**config.mk**
```make
export PLATFORM = sky130hd
export DESIGN_NAME = sweep_ctrl
export DESIGN_NICKNAME = d
export VERILOG_FILES = /design/src/rtl/sweep_pkg.sv /design/src/rtl/dwell_timer.sv /design/src/rtl/sweep_ctrl.sv
export SDC_FILE = /design/constraint.sdc
export NUM_CORES = 1
export LEC_CHECK = 0
export CAP_MARGIN = 0
export CORE_MARGIN = 4
export CORE_UTILIZATION = 40
export CTS_CLUSTER_SIZE = 28
export DETAILED_ROUTE_END_ITERATION = 10
export PLACE_DENSITY = 0.59
export SYNTH_ARGS = -nofsm -noshare
export SYNTH_HDL_FRONTEND = slang
export SYNTH_SLANG_ARGS = --single-unit
```
**constraint.sdc**
```tcl
create_clock -name clk -period 4.8 [get_ports clk]
set_input_delay 0.96 -clock clk [delete_from_list [all_inputs] [get_ports clk]]
set_output_delay 0.96 -clock clk [all_outputs]
set_load 0.1 [all_outputs]
```
**src/rtl/sweep_pkg.sv**
```systemverilog
// Shared types and defaults for the step-value sweep controller.
package sweep_pkg;

   localparam int unsigned SWEEP_W  = 11;
   localparam int unsigned SWEEP_DW = 16;

   typedef enum logic [1:0] {
      IDLE = 2'd0,
      UP   = 2'd1,
      DOWN = 2'd2
   } state_t;

   localparam logic MODE_ONESHOT = 1'b0;
   localparam logic MODE_TRI     = 1'b1;

endpackage

```
**src/rtl/dwell_timer.sv**
```systemverilog
// Loadable down-counter; expire is high while the count sits at zero.
module dwell_timer
   import sweep_pkg::*;
#(
   parameter int unsigned DW = SWEEP_DW
) (
   input  logic          clk,
   input  logic          rst_n,
   input  logic          load,
   input  logic [DW-1:0] load_val,
   output logic          expire
);

   logic [DW-1:0] cnt;

   // Count register: load has priority, otherwise count down and hold at zero.
   always_ff @(posedge clk or negedge rst_n) begin
      if (!rst_n) begin
         cnt <= '0;
      end else if (load) begin
         cnt <= load_val;
      end else if (cnt != '0) begin
         cnt <= cnt - DW'(1);
      end
   end

   assign expire = (cnt == '0);

endmodule

```
**src/rtl/sweep_ctrl.sv**
```systemverilog
// Linear sweep generator producing the step value and enable for the
// downstream step accumulator; one-shot up-ramp or continuous triangle.
module sweep_ctrl
   import sweep_pkg::*;
#(
   parameter int unsigned W  = SWEEP_W,
   parameter int unsigned DW = SWEEP_DW
) (
   input  logic          clk,
   input  logic          rst_n,
   input  logic          start,
   input  logic          stop,
   input  logic          mode,
   input  logic [W-1:0]  m_min,
   input  logic [W-1:0]  m_max,
   input  logic [W-1:0]  m_inc,
   input  logic [DW-1:0] dwell,
   output logic [W-1:0]  m,
   output logic          enb,
   output logic          busy,
   output logic          done,
   output logic          err
);

   state_t        state, state_n;
   logic [W-1:0]  m_n;
   logic          enb_n, busy_n, done_n, err_n;

   logic [W-1:0]  min_lat, max_lat, inc_lat;
   logic [W-1:0]  min_lat_n, max_lat_n, inc_lat_n;
   logic [DW-1:0] dw_lat, dw_lat_n;
   logic          mode_lat, mode_lat_n;

   logic          load;
   logic [DW-1:0] load_val;
   logic          expire;

   logic [DW-1:0]       dwell_eff;
   logic                cfg_ok;
   logic [W:0]          up_sum;
   logic [W-1:0]        up_val;
   logic signed [W:0]   dn_diff;
   logic [W-1:0]        dn_val;

   dwell_timer #(.DW(DW)) u_dwell (
      .clk      (clk),
      .rst_n    (rst_n),
      .load     (load),
      .load_val (load_val),
      .expire   (expire)
   );

   // State, outputs and latched sweep configuration.
   always_ff @(posedge clk or negedge rst_n) begin
      if (!rst_n) begin
         state    <= IDLE;
         m        <= '0;
         enb      <= 1'b0;
         busy     <= 1'b0;
         done     <= 1'b0;
         err      <= 1'b0;
         min_lat  <= '0;
         max_lat  <= '0;
         inc_lat  <= '0;
         dw_lat   <= '0;
         mode_lat <= MODE_ONESHOT;
      end else begin
         state    <= state_n;
         m        <= m_n;
         enb      <= enb_n;
         busy     <= busy_n;
         done     <= done_n;
         err      <= err_n;
         min_lat  <= min_lat_n;
         max_lat  <= max_lat_n;
         inc_lat  <= inc_lat_n;
         dw_lat   <= dw_lat_n;
         mode_lat <= mode_lat_n;
      end
   end

   // Next state, clamped step arithmetic and dwell reload control.
   always_comb begin
      state_n    = state;
      m_n        = m;
      enb_n      = enb;
      busy_n     = busy;
      done_n     = 1'b0;
      err_n      = 1'b0;
      min_lat_n  = min_lat;
      max_lat_n  = max_lat;
      inc_lat_n  = inc_lat;
      dw_lat_n   = dw_lat;
      mode_lat_n = mode_lat;
      load       = 1'b0;
      load_val   = dw_lat - DW'(1);

      dwell_eff = (dwell == '0) ? DW'(1) : dwell;
      cfg_ok    = (m_min <= m_max) && (m_inc != '0);

      // Extra bit on both sides so overflow/underflow clamps instead of wrapping.
      up_sum  = {1'b0, m} + {1'b0, inc_lat};
      up_val  = (up_sum >= {1'b0, max_lat}) ? max_lat : up_sum[W-1:0];
      dn_diff = $signed({1'b0, m}) - $signed({1'b0, inc_lat});
      dn_val  = (dn_diff <= $signed({1'b0, min_lat})) ? min_lat : dn_diff[W-1:0];

      case (state)
         IDLE: begin
            if (!stop && start) begin
               if (cfg_ok) begin
                  state_n    = UP;
                  m_n        = m_min;
                  enb_n      = 1'b1;
                  busy_n     = 1'b1;
                  min_lat_n  = m_min;
                  max_lat_n  = m_max;
                  inc_lat_n  = m_inc;
                  dw_lat_n   = dwell_eff;
                  mode_lat_n = mode;
                  load       = 1'b1;
                  load_val   = dwell_eff - DW'(1);
               end else begin
                  err_n = 1'b1;
               end
            end
         end
         UP: begin
            if (stop) begin
               state_n = IDLE;
               m_n     = '0;
               enb_n   = 1'b0;
               busy_n  = 1'b0;
            end else if (expire) begin
               load = 1'b1;
               if (m == max_lat) begin
                  if (mode_lat == MODE_ONESHOT) begin
                     state_n = IDLE;
                     m_n     = '0;
                     enb_n   = 1'b0;
                     busy_n  = 1'b0;
                     done_n  = 1'b1;
                  end else begin
                     state_n = DOWN;
                     m_n     = dn_val;
                  end
               end else begin
                  m_n = up_val;
               end
            end
         end
         DOWN: begin
            if (stop) begin
               state_n = IDLE;
               m_n     = '0;
               enb_n   = 1'b0;
               busy_n  = 1'b0;
            end else if (expire) begin
               load = 1'b1;
               // Leaving the bottom steps up at once so m_min is held only one dwell.
               if (m == min_lat) begin
                  state_n = UP;
                  m_n     = up_val;
               end else begin
                  m_n = dn_val;
               end
            end
         end
         default: begin
            state_n = IDLE;
            m_n     = '0;
            enb_n   = 1'b0;
            busy_n  = 1'b0;
         end
      endcase
   end

endmodule

```
# Yosys cells after proc, flatten, opt, wreduce, memory -nomap -nowiden
# Index checks and enable logic that the tools add are counted.
op_classes:
  addsub: 5
  magnitude_cmp: 3
  n_eq_ne: 12
  mux: 49
  n_reduce_logical: 14
op_table:
  columns: ["op", "n"]
  rows:
  - ["$mux 11", 11]
  - ["$mux 16", 6]
  - ["$sub 16x1->16 const B", 3]
  - ["$pmux 11 s3", 1]
  - ["$logic_not 16->1", 2]
  - ["$eq 11x11->1", 2]
  - ["$mux 1", 19]
  - ["$mux 2", 9]
  - ["$reduce_bool 16->1", 1]
  - ["$ne 3x3->1 const B", 5]
  - ["$add 11x11->12", 1]
  - ["$ge 12x11->1", 1]
  - ["$le 12x12->1", 1]
  - ["$reduce_and 6->1", 2]
  - ["$sub 11x11->12", 1]
  - ["$le 11x11->1", 1]
  - ["$reduce_bool 11->1", 1]
  - ["$ne 2x2->1 const B", 3]
  - ["$pmux 2 s3", 1]
  - ["$reduce_and 4->1", 1]
  - ["$pmux 1 s3", 1]
  - ["$reduce_and 3->1", 1]
  - ["$eq 2x1->1 const B", 1]
  - ["$eq 2x2->1 const B", 1]
  - ["other kinds (6)", 7]
totals:
  regBits: 82
  inputBits: 54
  out_inout_bits: 15
  wordCells: 94

# Longest topological paths before layout
depth:
  depth_word: 8
  mapped_depth: 18
  mapped_depth_nobuf: 17

# By module
# Synthesis repeated with hierarchy kept, for this count alone.
hier_totals:
  cells_unflattened: 773
  area_unflattened_um2: 6935.4
modules_own_cells:
  columns: ["mod", "n_inst", "cells_per_inst", "area_each_um2", "seq_area_each_um2"]
  rows:
  - ["sweep_ctrl", 1, 669, 5929.4, 1651.6]
  - ["dwell_timer", 1, 104, 1006.0, 400.4]

# Worst setup path after synthesis
# OpenSTA, ideal clock, no wires.
synth_path:
  path_type: "register to register"
  start: "register m[2]"
  end: "register m[2]"
  setup_ns: 0.122
  t_arrival_ns: 4.515
  required_time_ns: 4.678
  path_slack_ns: 0.163
  path_stages_with_launch: 17
  path_buffers: 1
  period_less_slack_ns: 4.637
  cell_sequence: "dfrtp_1 ha_1 buf_2 o21a_1 o31a_1 o211ai_1 a21oi_1 o311ai_0 ha_1 nand2_1 a21oi_1 a2111oi_0 a21oi_1 nand2_2 mux2_2 a221o_1 a22o_1"
synth_via:
  elab_chain_len: 8
  word_cells_on_any_way: 16
  classes_between: "2 x add/sub; 2 x order compare; 2 x eq/ne; 10 x mux"
synth_lines:
  columns: ["element", "line", "source"]
  rows:
  - ["start: declaration", "sweep_ctrl.sv:18", "output logic [W-1:0] m,"]
  - ["start signal: assignment", "sweep_ctrl.sv:69", "m <= m_n;"]
  - ["$sub 11x11->12", "sweep_ctrl.sv:104", "dn_diff = $signed({1'b0, m}) - $signed({1'b0, inc_lat});"]
  - ["$le 12x12->1", "sweep_ctrl.sv:105", "dn_val = (dn_diff <= $signed({1'b0, min_lat})) ? min_lat : dn_diff[W-1:0];"]
  - ["$mux 11", "sweep_ctrl.sv:105", null]
  - ["$mux 11", "sweep_ctrl.sv:136", "if (mode_lat == MODE_ONESHOT) begin"]
  - ["$mux 11", "sweep_ctrl.sv:135", "if (m == max_lat) begin"]
  - ["$mux 11", "sweep_ctrl.sv:133", "end else if (expire) begin"]
  - ["$mux 11", "sweep_ctrl.sv:128", "if (stop) begin"]
  - ["$pmux 11 s3 *", "sweep_ctrl.sv:107", "case (state)"]
# Mark *: on every way between the ends. The rest lies on a longest branch, timed or not. The select of a mux whose other input is x is not followed.
# A chain may end at the register's enable or synchronous reset.

# Worst setup path after layout
layout_path:
  start: "register m[2]"
  end: "register m[3]"
# The elaborated chain is that of the path after synthesis.

==> impl_metrics.csv <==
group,metric,value,unit
outcome,status,"completed",
clock_network,cts-root-buf,"clkbuf_16",
sta,finalCritPeriodShare,91.4,%
sta,setup_ws,0.412,ns
yosys,syn_avg_cell_area,8.88,um2
clock_network,clk_path_buf_depth,2,
global_routing,grt_overflow,0,
worst_hold_path,hold_depth,1,
yosys,synthDistinctLibCells,64,
global_routing,grt_pass1_vias,5745,
critical_path,path_class,"reg -> reg",
sta,finClkSkew,0.00821,ns
die,die_h,138,um
clock_network,path_clk_slew,0.06,ns
drt,avgRoutedWirePerCell,18.3,um
sta,tightest_slew,1.02,ns
drt,drtIter0Drc,438,
sta,setup_viol,0,
die,placement_rows,47,
sta,rsz0062_at_grt,"no",
die,io_pins,69,
yosys,async_flop_share,100,%
yosys,ys.flop_type,"dfrtp_1",
sta,max_freq,228,MHz
sta,timing.hold.ws,0.536,ns
sta,finalHoldViolations,0,
clock_network,cts_buffers,9,
clock_network,cts_hold_buffers,0,
drt,dr.pass1.iters,5,
global_routing,grt_pass1_wl,31.1,mm
clock_network,cts.htree.levels,3,
final_layout,final_common_cell,"dfrtp_1",
yosys,synthCells,762,
drt,viasPerCell,5.49,
drt,drtAntennaViolNets,0,
placed_design,hpwl,15.2,mm
yosys,synthesis.area,0.00677,mm2
final_layout,final_cell_mix,"82 x dfrtp_1, 72 x inv_1, 67 x clkdlybuf4s50_1",
placed_design,port_buffers,68,
sta,totalNegativeSetupSlack,0,ns
final_layout,layout-drive-gt1-share,8.42,%
critical_path,reg2reg_depth,15,
sta,finalMaxSlewViolations,0,
final_layout,antenna_cells,0,
drt,drc,0,
global_routing,track_usage,20.0,%
clock_network,tritoncts,"built",
die,core,0.0166,mm2
sta,relSlewSlack,31.5,%
critical_path,cp_max_fo,10,
worst_hold_path,min_path_type,"reg -> reg",
critical_path,cp-start-kind,"flop",
critical_path,worstPathArrival,4.62,ns
die,dieArea,0.0191,mm2
final_layout,fillerInstances,1561,
yosys,synth_edf_count,0,
clock_network,cts_sinks,82,
die,start_util,40.8,%
global_routing,grt_max_degree,52,
sta,fin_crit,4.39,ns
drt,num_vias,5767,
drt,wirelength,19.2,mm
yosys,ys_warn_count,0,
flow_run,drv_cap,0,
critical_path,end_kind,"flop",
placed_design,place.gp.congestion,0.941,
final_layout,nets,944,
critical_path,cp.required,5.03,ns
yosys,ys_ff_latch,82,
final_layout,synthToLayoutAreaGrowth,18.8,%
die,die_x,138,um
yosys,synth_nets,880,
yosys,seq_area_frac_synth,30.3,%
placed_design,post-place-ws,0.319,ns
global_routing,antenna_found_initial,0,
clock_network,clk-insertion-delay-late,0.35,ns
[metrics by stage]
| stage | std cells | utilization [%] | area, um2 |
|---|---|---|---|
| 2_1_floorplan | 762 | - | 6770 |
| 3_3_place_gp | 1035 | 46.5 | 7710 |
| 3_5_place_dp | 1035 | 46.5 | 7710 |
| 4_1_cts | 1051 | 48.5 | 8040 |
| 5_1_grt | 1051 | 48.5 | 8040 |
| 6_report | 1051 | 48.5 | 8040 |
[logic make-up (layout without fill, tap and decap cells)]
| kind of cell | Yosys count | after routing | share of synthesized area (%) |
|---|---|---|---|
| multiplexers | 58 | 58 | 9.45 |
| flip-flops | 82 | 82 | 30.3 |
| AO/OA/AOI/OAI | 163 | 163 | 16.7 |
| buffers and inverters | 103 | 172 | 6.30 |
| adder cells (fa/ha/maj) | 64 | 64 | 12.1 |
| XOR/XNOR | 68 | 68 | 8.80 |
| AND/OR/NAND/NOR | 224 | 224 | 16.3 |
[worst max-delay path, cell delays in order, from the launching register on]
cell       delay, ns
dfrtp_1         0.47
ha_1            0.43
o21a_1          0.22
o31a_1          0.16
o211ai_1        0.29
a21oi_1         0.13
o311ai_1        0.38
ha_1            0.33
nand2_1         0.09
a21oi_1         0.04
a2111oi_0       0.39
a21oi_1         0.19
nand2_2         0.27
mux2_2          0.37
a221o_1         0.31
a22o_1          0.20
[repair_timing]
item | in CTS | in global routing
setup buffers | 0 | 0
setup endpoints to repair | 0 | 8
hold endpoints to repair | 0 | 0
resized for setup | 0 | 1
[worst paths after layout]
path	start	to	slack (ns)
setup / recovery	m[2]	m[3]	0.41
hold / removal	inc_lat[8]	inc_lat[8]	0.54
setup reg to reg	m[2]	m[3]	0.41
hold reg to reg	inc_lat[8]	inc_lat[8]	0.54
max in group asynchronous	rst_n	dw_lat[10]	3.21
min in group asynchronous	rst_n	inc_lat[8]	0.67
[final cells by class]
| class | instances | area, um2 | area share (%) |
|---|---|---|---|
| Timing Repair Buffer | 84 | 823 | 10.2 |
| Tap cell | 220 | 275 | 3.42 |
| Multi-Input combinational cell | 577 | 4290 | 53.4 |
| Clock inverter | 5 | 85.1 | 1.06 |
| Clock buffer | 11 | 243 | 3.02 |
| Sequential cell | 82 | 2050 | 25.5 |
| Inverter | 72 | 270 | 3.36 |
[registers in the layout, summed over array words and instances (netlist names)]
| name | count |
|---|---|
| min_lat | 11 |
| inc_lat | 11 |
| u_dwell.cnt | 16 |
| state | 2 |
| mode_lat | 1 |
| m | 11 |
| done | 1 |
| err | 1 |
| busy | 1 |
| max_lat | 11 |
| dw_lat | 16 |
[cell usage after synthesis (all sizes together) (17+ instances only)]
library cell / instances / area share (%)
dfrtp: 82 / 30
inv: 72 / 4.0
ha: 62 / 11
nand2: 62 / 3.5
nor2: 55 / 3.1
mux2: 47 / 7.8
xor2: 38 / 4.9
o21ai: 37 / 2.7
a21oi: 36 / 2.7
xnor2: 30 / 3.9
nor3: 22 / 1.6
buf: 18 / 1.6
nor4: 17 / 1.6
[routing by layer]
layer  GRT usage [%]  up-vias  routed length [um]
met3            4.59       12                1070
met5               0        -                   0
met1            29.3     2777                9520
li1                -     2841                   -
met4            4.32        0                 201
met2            30.4      137                8450
Power is left out: the tool's default activity adds up to more than one toggle a clock period on the data nets, which glitch-free logic cannot reach.
